===== src/rtl/hamming_pkg.sv =====
// Shared definitions for the SECDED Hamming encoder: FSM states, codeword bit
// positions and the reference 11->16 encode function. HAMENC_VERIFY_EN adds read-back states.
package hamming_pkg;

  localparam int P0 = 0;
  localparam int P1 = 1;
  localparam int P2 = 2;
  localparam int P4 = 4;
  localparam int P8 = 8;

  typedef enum logic [3:0] {
    IDLE,
    RD_LO,
    RD_HI,
    CAPT,
    WR_LO,
    WR_HI,
`ifdef HAMENC_VERIFY_EN
    RB_LO,
    RB_HI,
    RB_CHK,
`endif
    DONE
  } enc_state_t;

  // Layout {d[11:5],p8,d[4:2],p4,d[1],p2,p1,p0}; p0 makes the whole word even parity.
  function automatic logic [15:0] hamming_encode(input logic [11:1] d);
    logic [15:0] c;
    c        = '0;
    c[15:9]  = d[11:5];
    c[7:5]   = d[4:2];
    c[3]     = d[1];
    c[P8]    = ^d[11:5];
    c[P4]    = (^d[11:8]) ^ (^d[4:2]);
    c[P2]    = d[11] ^ d[10] ^ d[7] ^ d[6] ^ d[4] ^ d[3] ^ d[1];
    c[P1]    = d[11] ^ d[9] ^ d[7] ^ d[5] ^ d[4] ^ d[2] ^ d[1];
    c[P0]    = (^d) ^ c[P8] ^ c[P4] ^ c[P2] ^ c[P1];
    return c;
  endfunction

endpackage


===== src/rtl/hamming_enc_engine_if.sv =====
// Memory-port and control bundle of the Hamming encoder engine.
// master = engine side, slave = memory/controller side.
interface hamming_enc_engine_if #(parameter int ADDR_W = 8);
  logic              start;
  logic              done;
  logic [ADDR_W-1:0] mem_addr;
  logic              mem_wr_en;
  logic [7:0]        mem_wr_data;
  logic [7:0]        mem_rd_data;
  logic              verify_err;

  modport master (
    input  start, mem_rd_data,
    output done, mem_addr, mem_wr_en, mem_wr_data, verify_err
  );

  modport slave (
    output start, mem_rd_data,
    input  done, mem_addr, mem_wr_en, mem_wr_data, verify_err
  );
endinterface


===== src/rtl/hamming_enc_engine_parity_gen.sv =====
// Combinational 11-bit message to 16-bit SECDED codeword encoder.
module hamming_parity_gen
  import hamming_pkg::*;
(
  input  logic [10:0] d_i,
  output logic [15:0] cw_o
);
  assign cw_o = hamming_encode(d_i);
endmodule


===== src/rtl/hamming_enc_engine.sv =====
// Hamming encoder engine: reads NUM_MSG messages from byte memory, writes codewords back.
// HAMENC_VERIFY_EN adds a read-back check of each codeword with a sticky verify_err.
module hamming_enc_engine
  import hamming_pkg::*;
#(
  parameter int NUM_MSG  = 15,
  parameter int SRC_BASE = 0,
  parameter int DST_BASE = 30,
  parameter int ADDR_W   = 8
) (
  input  logic               clk,
  input  logic               reset,
  hamming_enc_engine_if.master bus
);
  localparam int                IDX_W    = (NUM_MSG > 1) ? $clog2(NUM_MSG) : 1;
  localparam logic [IDX_W-1:0]  LAST_IDX = IDX_W'(NUM_MSG - 1);
  localparam logic [ADDR_W-1:0] SRC      = ADDR_W'(SRC_BASE);
  localparam logic [ADDR_W-1:0] DST      = ADDR_W'(DST_BASE);

  enc_state_t        state_q, state_d;
  logic [IDX_W-1:0]  idx_q, idx_d;
  logic [7:0]        lo_q;
  logic [15:0]       cw_q, cw_w;
  logic [ADDR_W-1:0] addr_q, addr_d;
  logic              wr_en_q, wr_en_d;
  logic [7:0]        wr_data_q, wr_data_d;
  logic              done_q, done_d;
  logic              verr_q, verr_d;

  // {idx,hi} is 2*idx+hi; the sum wraps modulo 2^ADDR_W.
  function automatic logic [ADDR_W-1:0] byte_addr(input logic [ADDR_W-1:0] base,
                                                  input logic [IDX_W-1:0] idx,
                                                  input logic hi);
    return base + ADDR_W'({idx, hi});
  endfunction

  hamming_parity_gen u_pgen (
    .d_i  ({bus.mem_rd_data[2:0], lo_q}),
    .cw_o (cw_w)
  );

  always_comb begin
    state_d = state_q;
    idx_d   = idx_q;
    done_d  = done_q;
    verr_d  = verr_q;
    case (state_q)
      IDLE, DONE: begin
        if (bus.start) begin
          state_d = RD_LO;
          idx_d   = '0;
          done_d  = 1'b0;
          verr_d  = 1'b0;
        end
      end
      RD_LO: state_d = RD_HI;
      RD_HI: state_d = CAPT;
      CAPT:  state_d = WR_LO;
      WR_LO: state_d = WR_HI;
`ifdef HAMENC_VERIFY_EN
      WR_HI: state_d = RB_LO;
      RB_LO: state_d = RB_HI;
      RB_HI: begin
        if (bus.mem_rd_data != cw_q[7:0]) verr_d = 1'b1;
        state_d = RB_CHK;
      end
      RB_CHK: begin
        if (bus.mem_rd_data != cw_q[15:8]) verr_d = 1'b1;
        if (idx_q == LAST_IDX) begin
          state_d = DONE;
          done_d  = 1'b1;
        end else begin
          idx_d   = idx_q + 1'b1;
          state_d = RD_LO;
        end
      end
`else
      WR_HI: begin
        if (idx_q == LAST_IDX) begin
          state_d = DONE;
          done_d  = 1'b1;
        end else begin
          idx_d   = idx_q + 1'b1;
          state_d = RD_LO;
        end
      end
`endif
      default: state_d = IDLE;
    endcase

    // Bus outputs are registered from the next state, so they line up with the state cycle.
    wr_en_d   = 1'b0;
    addr_d    = addr_q;
    wr_data_d = wr_data_q;
    case (state_d)
      RD_LO: addr_d = byte_addr(SRC, idx_d, 1'b0);
      RD_HI: addr_d = byte_addr(SRC, idx_d, 1'b1);
      WR_LO: begin
        wr_en_d   = 1'b1;
        addr_d    = byte_addr(DST, idx_d, 1'b0);
        wr_data_d = cw_w[7:0];
      end
      WR_HI: begin
        wr_en_d   = 1'b1;
        addr_d    = byte_addr(DST, idx_d, 1'b1);
        wr_data_d = cw_q[15:8];
      end
`ifdef HAMENC_VERIFY_EN
      RB_LO: addr_d = byte_addr(DST, idx_d, 1'b0);
      RB_HI: addr_d = byte_addr(DST, idx_d, 1'b1);
`endif
      default: ;
    endcase
  end

  always_ff @(posedge clk or negedge reset) begin
    if (!reset) begin
      state_q   <= IDLE;
      idx_q     <= '0;
      lo_q      <= '0;
      cw_q      <= '0;
      addr_q    <= '0;
      wr_en_q   <= 1'b0;
      wr_data_q <= '0;
      done_q    <= 1'b0;
      verr_q    <= 1'b0;
    end else begin
      state_q   <= state_d;
      idx_q     <= idx_d;
      addr_q    <= addr_d;
      wr_en_q   <= wr_en_d;
      wr_data_q <= wr_data_d;
      done_q    <= done_d;
      verr_q    <= verr_d;
      if (state_q == RD_HI) lo_q <= bus.mem_rd_data;
      if (state_q == CAPT)  cw_q <= cw_w;
    end
  end

  assign bus.mem_addr    = addr_q;
  assign bus.mem_wr_en   = wr_en_q;
  assign bus.mem_wr_data = wr_data_q;
  assign bus.done        = done_q;
`ifdef HAMENC_VERIFY_EN
  assign bus.verify_err  = verr_q;
`else
  assign bus.verify_err  = 1'b0;
  logic unused_verr;
  assign unused_verr = verr_q ^ verr_d;
`endif

endmodule


===== src/flat_wrapper.sv =====
// flat-port wrapper written by rule: the top's interface ports become plain ports
module hamming_enc_engine_flat import hamming_pkg::*;
#(
  parameter int NUM_MSG  = 15,
  parameter int SRC_BASE = 0,
  parameter int DST_BASE = 30,
  parameter int ADDR_W   = 8
)
  (clk, reset, bus_start, bus_mem_rd_data, bus_done, bus_mem_addr, bus_mem_wr_en, bus_mem_wr_data, bus_verify_err);
  hamming_enc_engine_if #(.ADDR_W(ADDR_W)) bus_i ();
  input  logic clk;
  input  logic reset;
  input wire logic [$bits(bus_i.start)-1:0] bus_start;
  input wire logic [$bits(bus_i.mem_rd_data)-1:0] bus_mem_rd_data;
  output wire logic [$bits(bus_i.done)-1:0] bus_done;
  output wire logic [$bits(bus_i.mem_addr)-1:0] bus_mem_addr;
  output wire logic [$bits(bus_i.mem_wr_en)-1:0] bus_mem_wr_en;
  output wire logic [$bits(bus_i.mem_wr_data)-1:0] bus_mem_wr_data;
  output wire logic [$bits(bus_i.verify_err)-1:0] bus_verify_err;
  assign bus_i.start = bus_start;
  assign bus_i.mem_rd_data = bus_mem_rd_data;
  assign bus_done = bus_i.done;
  assign bus_mem_addr = bus_i.mem_addr;
  assign bus_mem_wr_en = bus_i.mem_wr_en;
  assign bus_mem_wr_data = bus_i.mem_wr_data;
  assign bus_verify_err = bus_i.verify_err;
  hamming_enc_engine #(.NUM_MSG(NUM_MSG), .SRC_BASE(SRC_BASE), .DST_BASE(DST_BASE), .ADDR_W(ADDR_W)) u_core (.clk(clk), .reset(reset), .bus(bus_i));
endmodule

===== config.mk =====
export PLATFORM = sky130hd
export DESIGN_NAME = hamming_enc_engine_flat
export DESIGN_NICKNAME = d
export VERILOG_FILES = /design/src/rtl/hamming_pkg.sv /design/src/rtl/hamming_enc_engine_if.sv /design/src/rtl/hamming_enc_engine_parity_gen.sv /design/src/rtl/hamming_enc_engine.sv /design/src/flat_wrapper.sv
export SDC_FILE = /design/constraint.sdc
export NUM_CORES = 1
export LEC_CHECK = 0
export CELL_PAD_IN_SITES_DETAIL_PLACEMENT = 1
export CELL_PAD_IN_SITES_GLOBAL_PLACEMENT = 2
export CORE_MARGIN = 8
export CORE_UTILIZATION = 35
export DETAILED_ROUTE_END_ITERATION = 10
export PLACE_DENSITY_LB_ADDON = 0.1
export SYNTH_ARGS = -nofsm -noshare
export SYNTH_HDL_FRONTEND = slang
export SYNTH_SLANG_ARGS = --single-unit

===== constraint.sdc =====
create_clock -name clk -period 2.44 [get_ports clk]
set_input_delay 0.244 -clock clk [delete_from_list [all_inputs] [get_ports clk]]
set_output_delay 0.244 -clock clk [all_outputs]
set_load 0.03 [all_outputs]

==> impl_metrics.ini, run 1 <==
[clocking]
cts_tree = done
cts-root-buf = clkbuf_8
post_cts_buffers = 0
cts_resized = 0
path_clk_slew_ns = 0.08
cts_buffers = 5
clock_sinks = 40
cts.path.max_buffers = 2
htreeDepth = 2
cts_hold_buf = 0
insertion_delay_ns = 0.29

[logic_synthesis]
synth_edf_count = 0
synth_flop_cell = dfrtp_1
seq_area_frac_synth_pct = 47.31
async_reset_ff_share_pct = 100.0
synth.distinct_cells = 43
synth_area_leader_cell = dfrtp_1
yosysMostFrequentCell = dfrtp_1
synth_seq_cells = 40
post_synth_main_area_contributors = dfrtp_1 47%, mux2_2 8.5%, xnor2_1 5.0%
synth_common_cells = 40 x dfrtp_1, 17 x o21ai_0, 16 x mux2_2, 15 x nand2_1, 12 x xnor2_1
mappedNetlistArea_sq_um = 2116
synth_top_area_share_pct = 47.31
syn_area_per_cell_sq_um = 11.08
synthCells = 191
yosysWarnings = 0

[placement]
numPortBuffers = 26
dpl-instance-area_sq_um = 2489
place_congestion = 0.7554
place_hpwl_mm = 3.827

[final_layout]
antennaDiodeCount = 0
multi_input_area_sq_um = 1045
drive_above_1_share_pct = 18.14
areaGrowthSynthToFinish_pct = 21.76
num-nets-final = 239
fillCellCount = 660
ff_latch_area_sq_um = 1001
stdcell_area_sq_um = 2576

[worst_setup_path]
cp.required_ns = 2.66
max_stage_delay_ns = 0.42
rr_startpoint = u_core.idx_q[0]$_DFF_PN0_
arrival_ns = 2.31
path_cells = inv_1 -> ha_1 -> nand3_1 -> nor2_1 -> o21ai_0 -> and2_1 -> ha_1 -> mux2_2 -> o21ai_0
cp_max_fo = 4
start_kind = register
critPathLaunch = u_core.idx_q[0]$_DFF_PN0_
worst-setup-path-type = reg2reg
worstSetupEndpointType = register
crit_slowest_cell = dfrtp_1

[global_route]
grt_pass1_vias = 1621
gr-usage-all-layers_pct = 12.09
overflow = 0
grt_pass1_wl_mm = 8.431
grt_max_degree = 41
antenna_found_initial = 0

[timing]
setup_tns_ns = 0
clock-skew-final_ns = 0.007200
final.period_utilization_pct = 85.61
final-setup-viol-count = 0
worst_slew_pin_slew_ns = 0.8993
relSlewSlack_pct = 40.05
rsz0062_at_grt = false
hold_viol_final = 0
slew_violations = 0
max_freq_mhz = 478.7
period_needed_ns = 2.089

[floorplan]
die_x_um = 93.75
start_util_pct = 35.95
die_area_sq_um = 8789
ios = 30
rows = 28
die_h_um = 93.75
coreArea_sq_um = 5886

[detailed_routing]
viasPerCell = 5.040
vias = 1517
avgRoutedWirePerCell_um = 16.59
drt_iter0_drc = 49
final_antenna_net_count = 0
drc_errors = 0
finalWirelength_mm = 4.993
drt_pass1_iterations = 4

[run]
max_cap_viol_count = 0

[power]
power_mw = 2.903
leakage_nw = 1.138
power_density_nw_per_um2 = 1127
vdd.ir_drop.worst_mv = 0.4875

[status]
status = completed

[min_path]
hold_path.class = in2async
==> power breakdown <==
group,internal [mW],switching [mW],leakage (nW)
Clock,0.199,0.236,0.0479
Sequential,0.870,0.170,0.508
Combinational,0.766,0.662,0.583
==> sequential cells by signal (all words and copies together) (netlist names) <==
| signal | count |
|---|---|
| u_core.bus.done | 1 |
| u_core.bus.mem_addr | 6 |
| u_core.bus.mem_wr_data | 8 |
| u_core.bus.mem_wr_en | 1 |
| u_core.cw_q | 8 |
| u_core.idx_q | 4 |
| u_core.lo_q | 8 |
| u_core.state_q | 4 |
==> stage by stage <==
stage               setup slack [ns]  utilization, %  instances  hold WS (ns)
floorplan                     0.4091               -        194      -0.05159
finish                        0.3512           43.77        301       0.07815
CTS                           0.3427           43.77        301        0.1048
global placement              0.1676           42.28        293        0.4277
detailed placement           0.08742           42.28        293        0.4315
global route                  0.1437           43.77        301        0.1515
==> final cells by class <==
type | instances | share of cell area (%)
clock buffers | 5 | 2.671
clock inverters | 3 | 0.7285
inverters | 7 | 1.020
multi-input cells | 136 | 40.55
flip-flops and latches | 40 | 38.85
well taps | 75 | 3.643
repair buffers | 35 | 12.53
==> final timing paths <==
| kind | endpoint | slack, ns | cells after the start |
|---|---|---|---|
| min in group clk | u_core.bus.mem_wr_data[7]$_DFFE_PN0P_ | 0.49 | 2 |
| max in group asynchronous | u_core.state_q[3]$_DFF_PN0_ | 1.81 | 1 |
| hold / removal | u_core.idx_q[3]$_DFF_PN0_ | 0.08 | 1 |
| setup reg to reg | u_core.bus.mem_addr[2]$_DFFE_PN0P_ | 0.35 | 9 |
| setup / recovery | u_core.bus.mem_addr[2]$_DFFE_PN0P_ | 0.35 | 9 |
| hold reg to reg | u_core.bus.mem_wr_data[7]$_DFFE_PN0P_ | 0.49 | 2 |
==> cells by family (layout without fill, tap and decap cells) <==
group / count (synthesis) / after routing / share of synthesized area, %
AOI/OAI and AO/OA: 38 / 38 / 11.41
DFF: 40 / 40 / 47.31
adders and majority gates: 3 / 3 / 1.774
muxes: 24 / 24 / 12.30
xor gates and xnor gates: 22 / 22 / 11.24
other: 1 / 4 / 0.1772
buffers and inverters: 18 / 50 / 4.140
and+or+nand+nor: 45 / 45 / 11.65
==> worst max-delay path, delay by kind of cell, from the launching register on <==
kind,cells,cell delay [ns]
buffers and inverters,1,0.09
DFF,1,0.42
AOI/OAI and AO/OA,2,0.25
adders and majority gates,2,0.48
muxes,1,0.26
and+or+nand+nor,3,0.53
==> placed cells by master, fill, tap and decap left out, types with 2 or more instances in the layout <==
master	netlist	routed
xnor2_1	12	12
xnor3_2	2	2
mux2_2	16	16
and3_1	3	3
nand2_1	15	15
nor3_1	3	3
a21oi_1	7	7
conb_1	1	4
o21ai_0	17	17
a221o_1	2	2
clkinv_2	0	2
dfrtp_1	40	40
xor2_1	7	7
nor2b_1	3	3
clkbuf_8	0	5
a21o_1	2	2
nand3_1	5	5
inv_1	7	7
ha_1	3	3
clkdlybuf4s50_1	0	25
mux2i_1	8	8
nor2_1	4	4
buf_4	4	9
nand2b_1	3	3
==> routing by layer <==
| layer | share of wire (%) | global-route usage, % | vias to the layer above |
|---|---|---|---|
| met5 | 0 | 0 | - |
| met4 | 1.4 | 4.359 | 0 |
| met3 | 4.4 | 3.277 | 6 |
| met2 | 45 | 18.38 | 25 |
| met1 | 49 | 16.00 | 756 |
| li1 | - | - | 730 |
No activity file was read; power rests on OpenSTA's default activity.
==> run 2, diff against run 1 <==
==> constraint.sdc (replaced) <==
create_clock -name clk -period 2.44 [get_ports clk]
set_input_delay 0.244 -clock clk [delete_from_list [all_inputs] [get_ports clk]]
set_output_delay 0.244 -clock clk [all_outputs]
set_load 0.005 [all_outputs]
==> results of run 2 <==
The final DEF is identical to that of run 1. Status: completed.
Among the figures that moved: total power 2.903 mW -> 2.733 mW; worst IR drop on VDD 0.4875 mV -> 0.4848 mV
